<file path="src/rtl/interlock_ctrl_pkg.sv">
// Shared pipeline interlock definitions: FSM state type, watchdog width, NOP encoding.
package interlock_ctrl_pkg;

    // Interlock FSM states
    typedef enum logic {
        RUN     = 1'b0,
        MD_WAIT = 1'b1
    } state_t;

    // Watchdog counter width; covers MD_TIMEOUT up to 255
    localparam int unsigned WD_W = 8;

    // Instruction encoding loaded into a latch when it is bubbled/flushed
    localparam logic [31:0] NOP_INSTR = 32'h0;

endpackage : interlock_ctrl_pkg

</file>
<file path="src/rtl/interlock_ctrl_if.sv">
// Hazard-request / stage-control bundle between the pipeline and the interlock controller.
//   master : pipeline/hazard side, drives i_* requests, receives o_* controls
//   slave  : interlock controller, receives i_* requests, drives o_* controls
interface interlock_ctrl_if;

    logic i_load_use_hazard;
    logic i_dx_is_md;
    logic i_dx_md_is_div;
    logic i_md_result_rdy;
    logic i_branch_taken;

    logic o_pc_we;
    logic o_fd_we;
    logic o_fd_flush;
    logic o_dx_we;
    logic o_dx_bubble;
    logic o_xm_bubble;
    logic o_md_ctrl_mult;
    logic o_md_ctrl_div;
    logic o_md_timeout;

    modport master (
        output i_load_use_hazard, i_dx_is_md, i_dx_md_is_div, i_md_result_rdy, i_branch_taken,
        input  o_pc_we, o_fd_we, o_fd_flush, o_dx_we, o_dx_bubble, o_xm_bubble,
               o_md_ctrl_mult, o_md_ctrl_div, o_md_timeout
    );

    modport slave (
        input  i_load_use_hazard, i_dx_is_md, i_dx_md_is_div, i_md_result_rdy, i_branch_taken,
        output o_pc_we, o_fd_we, o_fd_flush, o_dx_we, o_dx_bubble, o_xm_bubble,
               o_md_ctrl_mult, o_md_ctrl_div, o_md_timeout
    );

endinterface : interlock_ctrl_if

</file>
<file path="src/rtl/interlock_ctrl_md_watchdog.sv">
// Mult/div watchdog: counts enabled cycles since the last clear and flags the
// MD_TIMEOUT-th enabled cycle.
//   clk, rst     : clock, async active-high reset
//   i_clr        : zero the count (wins over i_en)
//   i_en         : count this cycle
//   o_expire_c   : combinational, high in the MD_TIMEOUT-th enabled cycle
module md_watchdog
    import interlock_ctrl_pkg::*;
#(
    parameter int unsigned MD_TIMEOUT = 40
) (
    input  logic clk,
    input  logic rst,
    input  logic i_clr,
    input  logic i_en,
    output logic o_expire_c
);

    logic [WD_W-1:0] r_cnt;

    // Count register holds the number of enabled cycles already completed
    always_ff @(posedge clk or posedge rst) begin
        if (rst) begin
            r_cnt <= '0;
        end else if (i_clr) begin
            r_cnt <= '0;
        end else if (i_en) begin
            r_cnt <= r_cnt + WD_W'(1);
        end
    end

    // Current cycle is the MD_TIMEOUT-th when MD_TIMEOUT-1 cycles have completed
    assign o_expire_c = i_en && !i_clr && (r_cnt == WD_W'(MD_TIMEOUT - 1));

endmodule : md_watchdog

</file>
<file path="src/rtl/interlock_ctrl.sv">
// Pipeline interlock controller: turns hazard requests into PC/FD/DX/XM enables
// and bubble/flush controls, issues mult/div start pulses and guards the
// mult/div wait with a watchdog.
//   clk, rst          : clock, async active-high reset
//   bus (slave)       : hazard requests in, stage controls out (combinational)
//   o_stall_cycles    : cycles with PC held (STALL_STATS_EN only)
//   o_flush_count     : taken-branch flushes in RUN (STALL_STATS_EN only)
// Optional feature macro: STALL_STATS_EN
module interlock_ctrl
    import interlock_ctrl_pkg::*;
#(
    parameter int unsigned MD_TIMEOUT = 40
`ifdef STALL_STATS_EN
    , parameter int unsigned CNT_W = 32
`endif
) (
    input  logic               clk,
    input  logic               rst,
    interlock_ctrl_if.slave    bus
`ifdef STALL_STATS_EN
    , output logic [CNT_W-1:0] o_stall_cycles
    , output logic [CNT_W-1:0] o_flush_count
`endif
);

    state_t r_state;
    state_t w_state_nxt;

    logic w_pc_we, w_fd_we, w_fd_flush, w_dx_we, w_dx_bubble, w_xm_bubble;
    logic w_md_mult, w_md_div, w_md_timeout;
    logic w_wd_clr, w_wd_en, w_wd_expire;

    md_watchdog #(
        .MD_TIMEOUT (MD_TIMEOUT)
    ) u_md_watchdog (
        .clk        (clk),
        .rst        (rst),
        .i_clr      (w_wd_clr),
        .i_en       (w_wd_en),
        .o_expire_c (w_wd_expire)
    );

    // State register
    always_ff @(posedge clk or posedge rst) begin
        if (rst) begin
            r_state <= RUN;
        end else begin
            r_state <= w_state_nxt;
        end
    end

    // Next state and stage controls
    always_comb begin
        w_state_nxt  = r_state;
        w_pc_we      = 1'b1;
        w_fd_we      = 1'b1;
        w_fd_flush   = 1'b0;
        w_dx_we      = 1'b1;
        w_dx_bubble  = 1'b0;
        w_xm_bubble  = 1'b0;
        w_md_mult    = 1'b0;
        w_md_div     = 1'b0;
        w_md_timeout = 1'b0;
        w_wd_clr     = 1'b0;
        w_wd_en      = 1'b0;

        unique case (r_state)
            RUN: begin
                if (bus.i_branch_taken) begin
                    // Younger FD/DX instructions are wrong-path: squash both
                    w_fd_flush  = 1'b1;
                    w_dx_bubble = 1'b1;
                end else if (bus.i_dx_is_md) begin
                    w_md_div    = bus.i_dx_md_is_div;
                    w_md_mult   = !bus.i_dx_md_is_div;
                    w_pc_we     = 1'b0;
                    w_fd_we     = 1'b0;
                    w_dx_we     = 1'b0;
                    w_xm_bubble = 1'b1;
                    w_wd_clr    = 1'b1;
                    w_state_nxt = MD_WAIT;
                end else if (bus.i_load_use_hazard) begin
                    w_pc_we     = 1'b0;
                    w_fd_we     = 1'b0;
                    w_dx_bubble = 1'b1;
                end
            end
            MD_WAIT: begin
                w_wd_en = 1'b1;
                if (bus.i_md_result_rdy) begin
                    w_state_nxt = RUN;
                end else if (w_wd_expire) begin
                    // Release with an undefined result; downstream raises the exception
                    w_md_timeout = 1'b1;
                    w_state_nxt  = RUN;
                end else begin
                    w_pc_we     = 1'b0;
                    w_fd_we     = 1'b0;
                    w_dx_we     = 1'b0;
                    w_xm_bubble = 1'b1;
                end
            end
            default: w_state_nxt = RUN;
        endcase

        // Reset forces a safe frozen/bubbled pipeline regardless of state
        if (rst) begin
            w_pc_we      = 1'b0;
            w_fd_we      = 1'b0;
            w_dx_we      = 1'b0;
            w_fd_flush   = 1'b1;
            w_dx_bubble  = 1'b1;
            w_xm_bubble  = 1'b1;
            w_md_mult    = 1'b0;
            w_md_div     = 1'b0;
            w_md_timeout = 1'b0;
        end
    end

    assign bus.o_pc_we        = w_pc_we;
    assign bus.o_fd_we        = w_fd_we;
    assign bus.o_fd_flush     = w_fd_flush;
    assign bus.o_dx_we        = w_dx_we;
    assign bus.o_dx_bubble    = w_dx_bubble;
    assign bus.o_xm_bubble    = w_xm_bubble;
    assign bus.o_md_ctrl_mult = w_md_mult;
    assign bus.o_md_ctrl_div  = w_md_div;
    assign bus.o_md_timeout   = w_md_timeout;

`ifdef STALL_STATS_EN
    logic [CNT_W-1:0] r_stall_cycles;
    logic [CNT_W-1:0] r_flush_count;

    // Free-running statistics, wrapping naturally
    always_ff @(posedge clk or posedge rst) begin
        if (rst) begin
            r_stall_cycles <= '0;
            r_flush_count  <= '0;
        end else begin
            if (!w_pc_we) begin
                r_stall_cycles <= r_stall_cycles + CNT_W'(1);
            end
            if ((r_state == RUN) && bus.i_branch_taken) begin
                r_flush_count <= r_flush_count + CNT_W'(1);
            end
        end
    end

    assign o_stall_cycles = r_stall_cycles;
    assign o_flush_count  = r_flush_count;
`endif

endmodule : interlock_ctrl
</file>
<file path="src/flat_wrapper.sv">
// flat-port wrapper written by rule: the top's interface ports become plain ports
module interlock_ctrl_flat import interlock_ctrl_pkg::*;
#(
    parameter int unsigned MD_TIMEOUT = 40

)
  (clk, rst, bus_i_load_use_hazard, bus_i_dx_is_md, bus_i_dx_md_is_div, bus_i_md_result_rdy, bus_i_branch_taken, bus_o_pc_we, bus_o_fd_we, bus_o_fd_flush, bus_o_dx_we, bus_o_dx_bubble, bus_o_xm_bubble, bus_o_md_ctrl_mult, bus_o_md_ctrl_div, bus_o_md_timeout);
  interlock_ctrl_if bus_i ();
  input  logic clk;
  input  logic rst;
  input wire logic [$bits(bus_i.i_load_use_hazard)-1:0] bus_i_load_use_hazard;
  input wire logic [$bits(bus_i.i_dx_is_md)-1:0] bus_i_dx_is_md;
  input wire logic [$bits(bus_i.i_dx_md_is_div)-1:0] bus_i_dx_md_is_div;
  input wire logic [$bits(bus_i.i_md_result_rdy)-1:0] bus_i_md_result_rdy;
  input wire logic [$bits(bus_i.i_branch_taken)-1:0] bus_i_branch_taken;
  output wire logic [$bits(bus_i.o_pc_we)-1:0] bus_o_pc_we;
  output wire logic [$bits(bus_i.o_fd_we)-1:0] bus_o_fd_we;
  output wire logic [$bits(bus_i.o_fd_flush)-1:0] bus_o_fd_flush;
  output wire logic [$bits(bus_i.o_dx_we)-1:0] bus_o_dx_we;
  output wire logic [$bits(bus_i.o_dx_bubble)-1:0] bus_o_dx_bubble;
  output wire logic [$bits(bus_i.o_xm_bubble)-1:0] bus_o_xm_bubble;
  output wire logic [$bits(bus_i.o_md_ctrl_mult)-1:0] bus_o_md_ctrl_mult;
  output wire logic [$bits(bus_i.o_md_ctrl_div)-1:0] bus_o_md_ctrl_div;
  output wire logic [$bits(bus_i.o_md_timeout)-1:0] bus_o_md_timeout;
  assign bus_i.i_load_use_hazard = bus_i_load_use_hazard;
  assign bus_i.i_dx_is_md = bus_i_dx_is_md;
  assign bus_i.i_dx_md_is_div = bus_i_dx_md_is_div;
  assign bus_i.i_md_result_rdy = bus_i_md_result_rdy;
  assign bus_i.i_branch_taken = bus_i_branch_taken;
  assign bus_o_pc_we = bus_i.o_pc_we;
  assign bus_o_fd_we = bus_i.o_fd_we;
  assign bus_o_fd_flush = bus_i.o_fd_flush;
  assign bus_o_dx_we = bus_i.o_dx_we;
  assign bus_o_dx_bubble = bus_i.o_dx_bubble;
  assign bus_o_xm_bubble = bus_i.o_xm_bubble;
  assign bus_o_md_ctrl_mult = bus_i.o_md_ctrl_mult;
  assign bus_o_md_ctrl_div = bus_i.o_md_ctrl_div;
  assign bus_o_md_timeout = bus_i.o_md_timeout;
  interlock_ctrl #(.MD_TIMEOUT(MD_TIMEOUT)) u_core (.clk(clk), .rst(rst), .bus(bus_i));
endmodule
</file>
<file path="config.mk">
export PLATFORM = sky130hd
export DESIGN_NAME = interlock_ctrl_flat
export DESIGN_NICKNAME = d
export VERILOG_FILES = /design/src/rtl/interlock_ctrl_pkg.sv /design/src/rtl/interlock_ctrl_if.sv /design/src/rtl/interlock_ctrl_md_watchdog.sv /design/src/rtl/interlock_ctrl.sv /design/src/flat_wrapper.sv
export SDC_FILE = /design/constraint.sdc
export NUM_CORES = 1
export LEC_CHECK = 0
export BUFFER_PORTS_ARGS = -buffer_cell sky130_fd_sc_hd__buf_2
export CORE_AREA = 10 10 47 49
export DETAILED_ROUTE_END_ITERATION = 8
export DIE_AREA = 0 0 57 59
export SLEW_MARGIN = 20
export SYNTH_ARGS = -nofsm -noshare
export SYNTH_HDL_FRONTEND = slang
export SYNTH_SLANG_ARGS = --single-unit
</file>
<file path="constraint.sdc">
create_clock -name clk -period 3.77 [get_ports clk]
set_clock_uncertainty 0.2 [all_clocks]
set_input_delay 0.377 -clock clk [delete_from_list [all_inputs] [get_ports clk]]
set_output_delay 0.377 -clock clk [all_outputs]
set_load 0.01 [all_outputs]
</file>
-- After elaboration in Yosys (flattened, before gate mapping)
Cells that the tools add are included.
- memories: 0
- input bits: 7
- bits in registers: 9
- latch bits: 0
- output and inout bits: 9
- RAM bits: 0
- word-level logic and storage cells: 50
- ROM bits: 0
- divide/modulo/power cells: 0
- shifts and indexed selects: 0
- multiplexer cells: 40
- order comparisons: 0
- multipliers: 0
- $add $sub $neg: 1
- reductions and logical operators: 5
- equal/unequal tests: 1
- bitwise logic cells: 1
- operators by type and width (operator ; count):
    2-to-1 mux 1 bit ; 35
    2-to-1 mux 8 bit ; 2
    adder 8 x 1 -> 8 bit (second input constant) ; 1
    == test 8 x 6 -> 1 bit (second input constant) ; 1
    case mux 1 bit (2 select lines) ; 3
    logical AND 1 bit ; 2
    logical NOT 1 bit ; 2
    nonzero test 2 bit ; 1
    inverter 1 bit ; 1

-- Longest topological paths before layout
- depth in word-level cells: 10
- gate-level depth with buffers: 5
- gate-level depth less buffers: 4

-- Hierarchy
A second synthesis with hierarchy kept.
- cell total of the unflattened synthesis: 59
- area total of the unflattened synthesis: 568.0 sq um
- modules (own cells, without submodules) (module ; times used ; cells each ; area an instance (sq um) ; seq. area each (sq um)):
    md_watchdog ; 1 ; 41 ; 410.4 ; 200.2
    interlock_ctrl ; 1 ; 18 ; 157.7 ; 25.0

-- Worst setup path after synthesis
OpenSTA, ideal clock, no wires.
- path kind: register -> output
- start point: register u_core.u_md_watchdog.r_cnt[0]
- end point: output port bus_o_pc_we
- stages on the path, launching flop included: 6
- path slack: 1.766 ns
- data arrival time: 1.427 ns
- path buffers: 1
- cells stage by stage: dfrtp_1 ha_1 and4bb_2 a211oi_2 nor3_1 buf_4
- cells in the longest elaborated chain, start to end: 6
- ends and longest elaborated chain (item ; line ; source):
    start: declaration ; interlock_ctrl_md_watchdog.sv:19 ; logic [WD_W-1:0] r_cnt;
    start signal: assignment ; interlock_ctrl_md_watchdog.sv:28 ; r_cnt <= r_cnt + WD_W'(1);
    == test 8 x 6 -> 1 bit ; interlock_ctrl_md_watchdog.sv:33 ; assign o_expire_c = i_en && !i_clr && (r_cnt == WD_W'(MD_TIMEOUT - 1));
    logical AND 1 bit ; interlock_ctrl_md_watchdog.sv:33 ;
    2-to-1 mux 1 bit (2 in a row) ; n/a ;
    case mux 1 bit (2 select lines) ; n/a ;
    2-to-1 mux 1 bit ; n/a ;
    end: declaration ; flat_wrapper.sv:16 ; output wire logic [$bits(bus_i.o_pc_we)-1:0] bus_o_pc_we;
Every way passes these cells.

-- Worst setup path in the final report
- start point: input port rst
- end point: output port bus_o_md_ctrl_div
- cells in the longest elaborated chain, start to end: 1
- ends and longest elaborated chain (item ; line ; source):
    start: declaration ; flat_wrapper.sv:10 ; input logic rst;
    2-to-1 mux 1 bit ; interlock_ctrl.sv:107 ; if (rst) begin
    end: declaration ; flat_wrapper.sv:23 ; output wire logic [$bits(bus_i.o_md_ctrl_div)-1:0] bus_o_md_ctrl_div;
Every way passes these cells.

==> results.json <==
{
  "status": "complete, no violations",
  "ys_seq_area_frac": 0.4306,
  "required_ps": 3190,
  "wl_met3_um": 48,
  "crit_path_cell_trace": "dlygate4sd3_1 > buf_2 > inv_1 > and3_1 > buf_2",
  "rows": 14,
  "wl_met2_um": 686,
  "synth_top_flop_cell": "dfrtp_1",
  "drt_iter0_markers": 4,
  "cap_violations": 0,
  "timing.final.crit_share": 0.6142,
  "grt_max_degree": 13,
  "synthesis.area_sq_um": 523.0,
  "post-route-drc-count": 0,
  "layout_commonest_cell": "buf_2",
  "synth_top_area_share": 0.4306,
  "maxSlewViolCount": 0,
  "fin_crit_ps": 2315,
  "layout.nets": 84,
  "crit_type": "primary input to output port",
  "core-area_sq_um": 1401,
  "max_stage_delay_ps": 540,
  "port-buffer-count": 15,
  "nFillCells": 154,
  "power_frac_seq": 0.506,
  "numCtsBuffers": 3,
  "placed_cell_area_sq_um": 601.8,
  "syn-instance-count": 58,
  "yosysTopAreaCell": "dfrtp_1",
  "place_hpwl_um": 995.8,
  "p_per_area_nw_per_um2": 400.1,
  "finish.utilization": 0.4554,
  "finalWirelength_mm": 1.296,
  "finalSetupTns_ps": 0,
  "vias": 492,
  "netlist_top_cells_area": "dfrtp_1, nand4_1, nor3_1, o21ai_0, o211ai_1",
  "drt-met1-wl_um": 533,
  "synth_cell_types": 25,
  "finalHoldViolCount": 0,
  "cts_tree": "built",
  "synth_edf_count": 0,
  "area_delta_synth_final_pct": 22.01,
  "slowest_stage": "dlygate4sd3_1",
  "insertion_delay_ps": 260,
  "post-cts-setup-buffer-count": 0,
  "multi_input_area_sq_um": 270.3,
  "h-tree-depth": 1,
  "regArea_sq_um": 225.2,
  "ios": 16,
  "avgViaCountPerCell": 5.407,
  "grt_pass1_wl_mm": 2.228,
  "power_frac_comb": 0.207,
  "max-slew-margin-rel": 0.7256,
  "synth_nets": 66,
  "p_leak_uw": 0.0003028,
  "rsz0062_at_grt": "false",
  "ant_nets": 0,
  "synth_warnings": 0,
  "layout_common_cells": "buf_2, dfrtp_1, nand2_1, o21ai_0, nor3_1",
  "internal-power_uw": 175.7,
  "first_global_vias": 470,
  "drive_gt1_frac": 0.2800,
  "dr.pass1.iters": 2,
  "ys_seq_elements": 9,
  "clockRootBuffer": "clkbuf_4",
  "start_util": 0.3732,
  "die_h_um": 59,
  "critical_path.max_fanout": 11,
  "final_cell_area_sq_um": 638.1,
  "cp_data_arrival_time_ps": 1740,
  "grt_overflow_total": 0,
  "wl_per_cell_um": 14.24,
  "synthArstFlopShare": 1.000,
  "n_antenna_cell": 0,
  "clk_pin_slew_ps": 50,
  "die_x_um": 57,
  "path_common_cell": "buf_2",
  "report.final.setup_viol": 0,
  "place_congestion": 0.7237,
  "clockBufferDepth": 2,
  "tightest_slew_ps": 411.2,
  "startpoint_type": "primary input",
  "p_clk_frac": 0.287,
  "critical_path.endpoint_type": "output port",
  "dp_cells": 86,
  "fin_cells": 91,
  "top_layer": "met4",
  "antenna_found_initial": 0,
  "numClockSinks": 9,
  "p_sw_frac": 0.3120,
  "die_area_sq_um": 3363,
  "avgSynthCellArea_sq_um": 9.017,
  "switching_power_uw": 79.65,
  "gr-usage-all-layers": 0.08605,
  "irDropWorstVdd_mv": 0.1921,
  "fmax_ghz": 0.4319,
  "hp-class": "register to register"
}
[synthesized netlist by cell type, drive strengths merged (2+ instances only)]
cell type and n:
dfrtp 9, nand2 5, nor3 5, o21ai 5
nand4 4, inv 3, nand3 3, nor2 3
o211ai 3, o31ai 3, and4bb 2, buf 2
[worst max-delay path, delay by kind of cell]
kind          cells  cell delay, ps
buf+inv           4            1140
simple gates      1             210
[layer usage]
metal / up-vias / track usage
met5: - / 0
met4: 0 / 0.05034
met3: 4 / 0.04506
met2: 4 / 0.1457
met1: 234 / 0.08203
li1: 250 / -
[final timing paths]
path,start,endpoint,slack (ps),depth (start not counted)
setup / recovery,rst,bus_o_md_ctrl_div,1450,5
hold / removal,u_core.u_md_watchdog.r_cnt[7],u_core.u_md_watchdog.r_cnt[7],290,1
min in group asynchronous,rst,u_core.r_state,520,3
hold reg to reg,u_core.u_md_watchdog.r_cnt[7],u_core.u_md_watchdog.r_cnt[7],290,1
setup reg to reg,u_core.r_state,u_core.u_md_watchdog.r_cnt[7],2180,3
max in group asynchronous,rst,u_core.u_md_watchdog.r_cnt[3],2560,3
[through the flow]
| stage | setup WS (ps) | power (uW) | hold WS, ps |
|---|---|---|---|
| 2_1_floorplan | 1766 | 164.0 | 15.70 |
| 3_3_place_gp | 1808 | 182.3 | 233.2 |
| 3_5_place_dp | 1766 | 183.8 | 243.1 |
| 4_1_cts | 1437 | 259.6 | 294.0 |
| 5_1_grt | 1366 | 279.2 | 324.4 |
| 6_report | 1455 | 255.3 | 294.3 |
[flip-flops by register name (all words and copies together), names as in the netlist]
name,flops
u_core.r_state,1
u_core.u_md_watchdog.r_cnt,8
[layout make-up]
type | instances | area share
Multi-Input combinational cell | 43 | 0.4235
Sequential cell | 9 | 0.3529
Timing Repair Buffer | 16 | 0.1333
Clock buffer | 4 | 0.04118
Tap cell | 16 | 0.03137
Inverter | 3 | 0.01765
[cells by family after synthesis]
| logic type | synth area share |
|---|---|
| AO/OA/AOI/OAI | 0.1818 |
| buffers and inverters | 0.05262 |
| adder cells (fa/ha/maj) | 0.02392 |
| AND/OR/NAND/NOR | 0.2943 |
| flip-flops | 0.4306 |
| XOR/XNOR | 0.01675 |
[power by group through the flow]
stage	clock network (uW)	logic [uW]	registers, uW
6_report	73.2	52.8	129
5_1_grt	84.8	62.5	132
4_1_cts	76.7	53.9	129
3_5_place_dp	0	52.9	131
3_3_place_gp	0	52.3	130
2_1_floorplan	0	39.9	124
[what timing repair did]
action | 4_1_cts | 5_1_grt
gates resized for setup | 0 | 0
hold buffers | 1 | 0
hold endpoints to repair | 9 | 0
(Power assumes the default switching activity.)
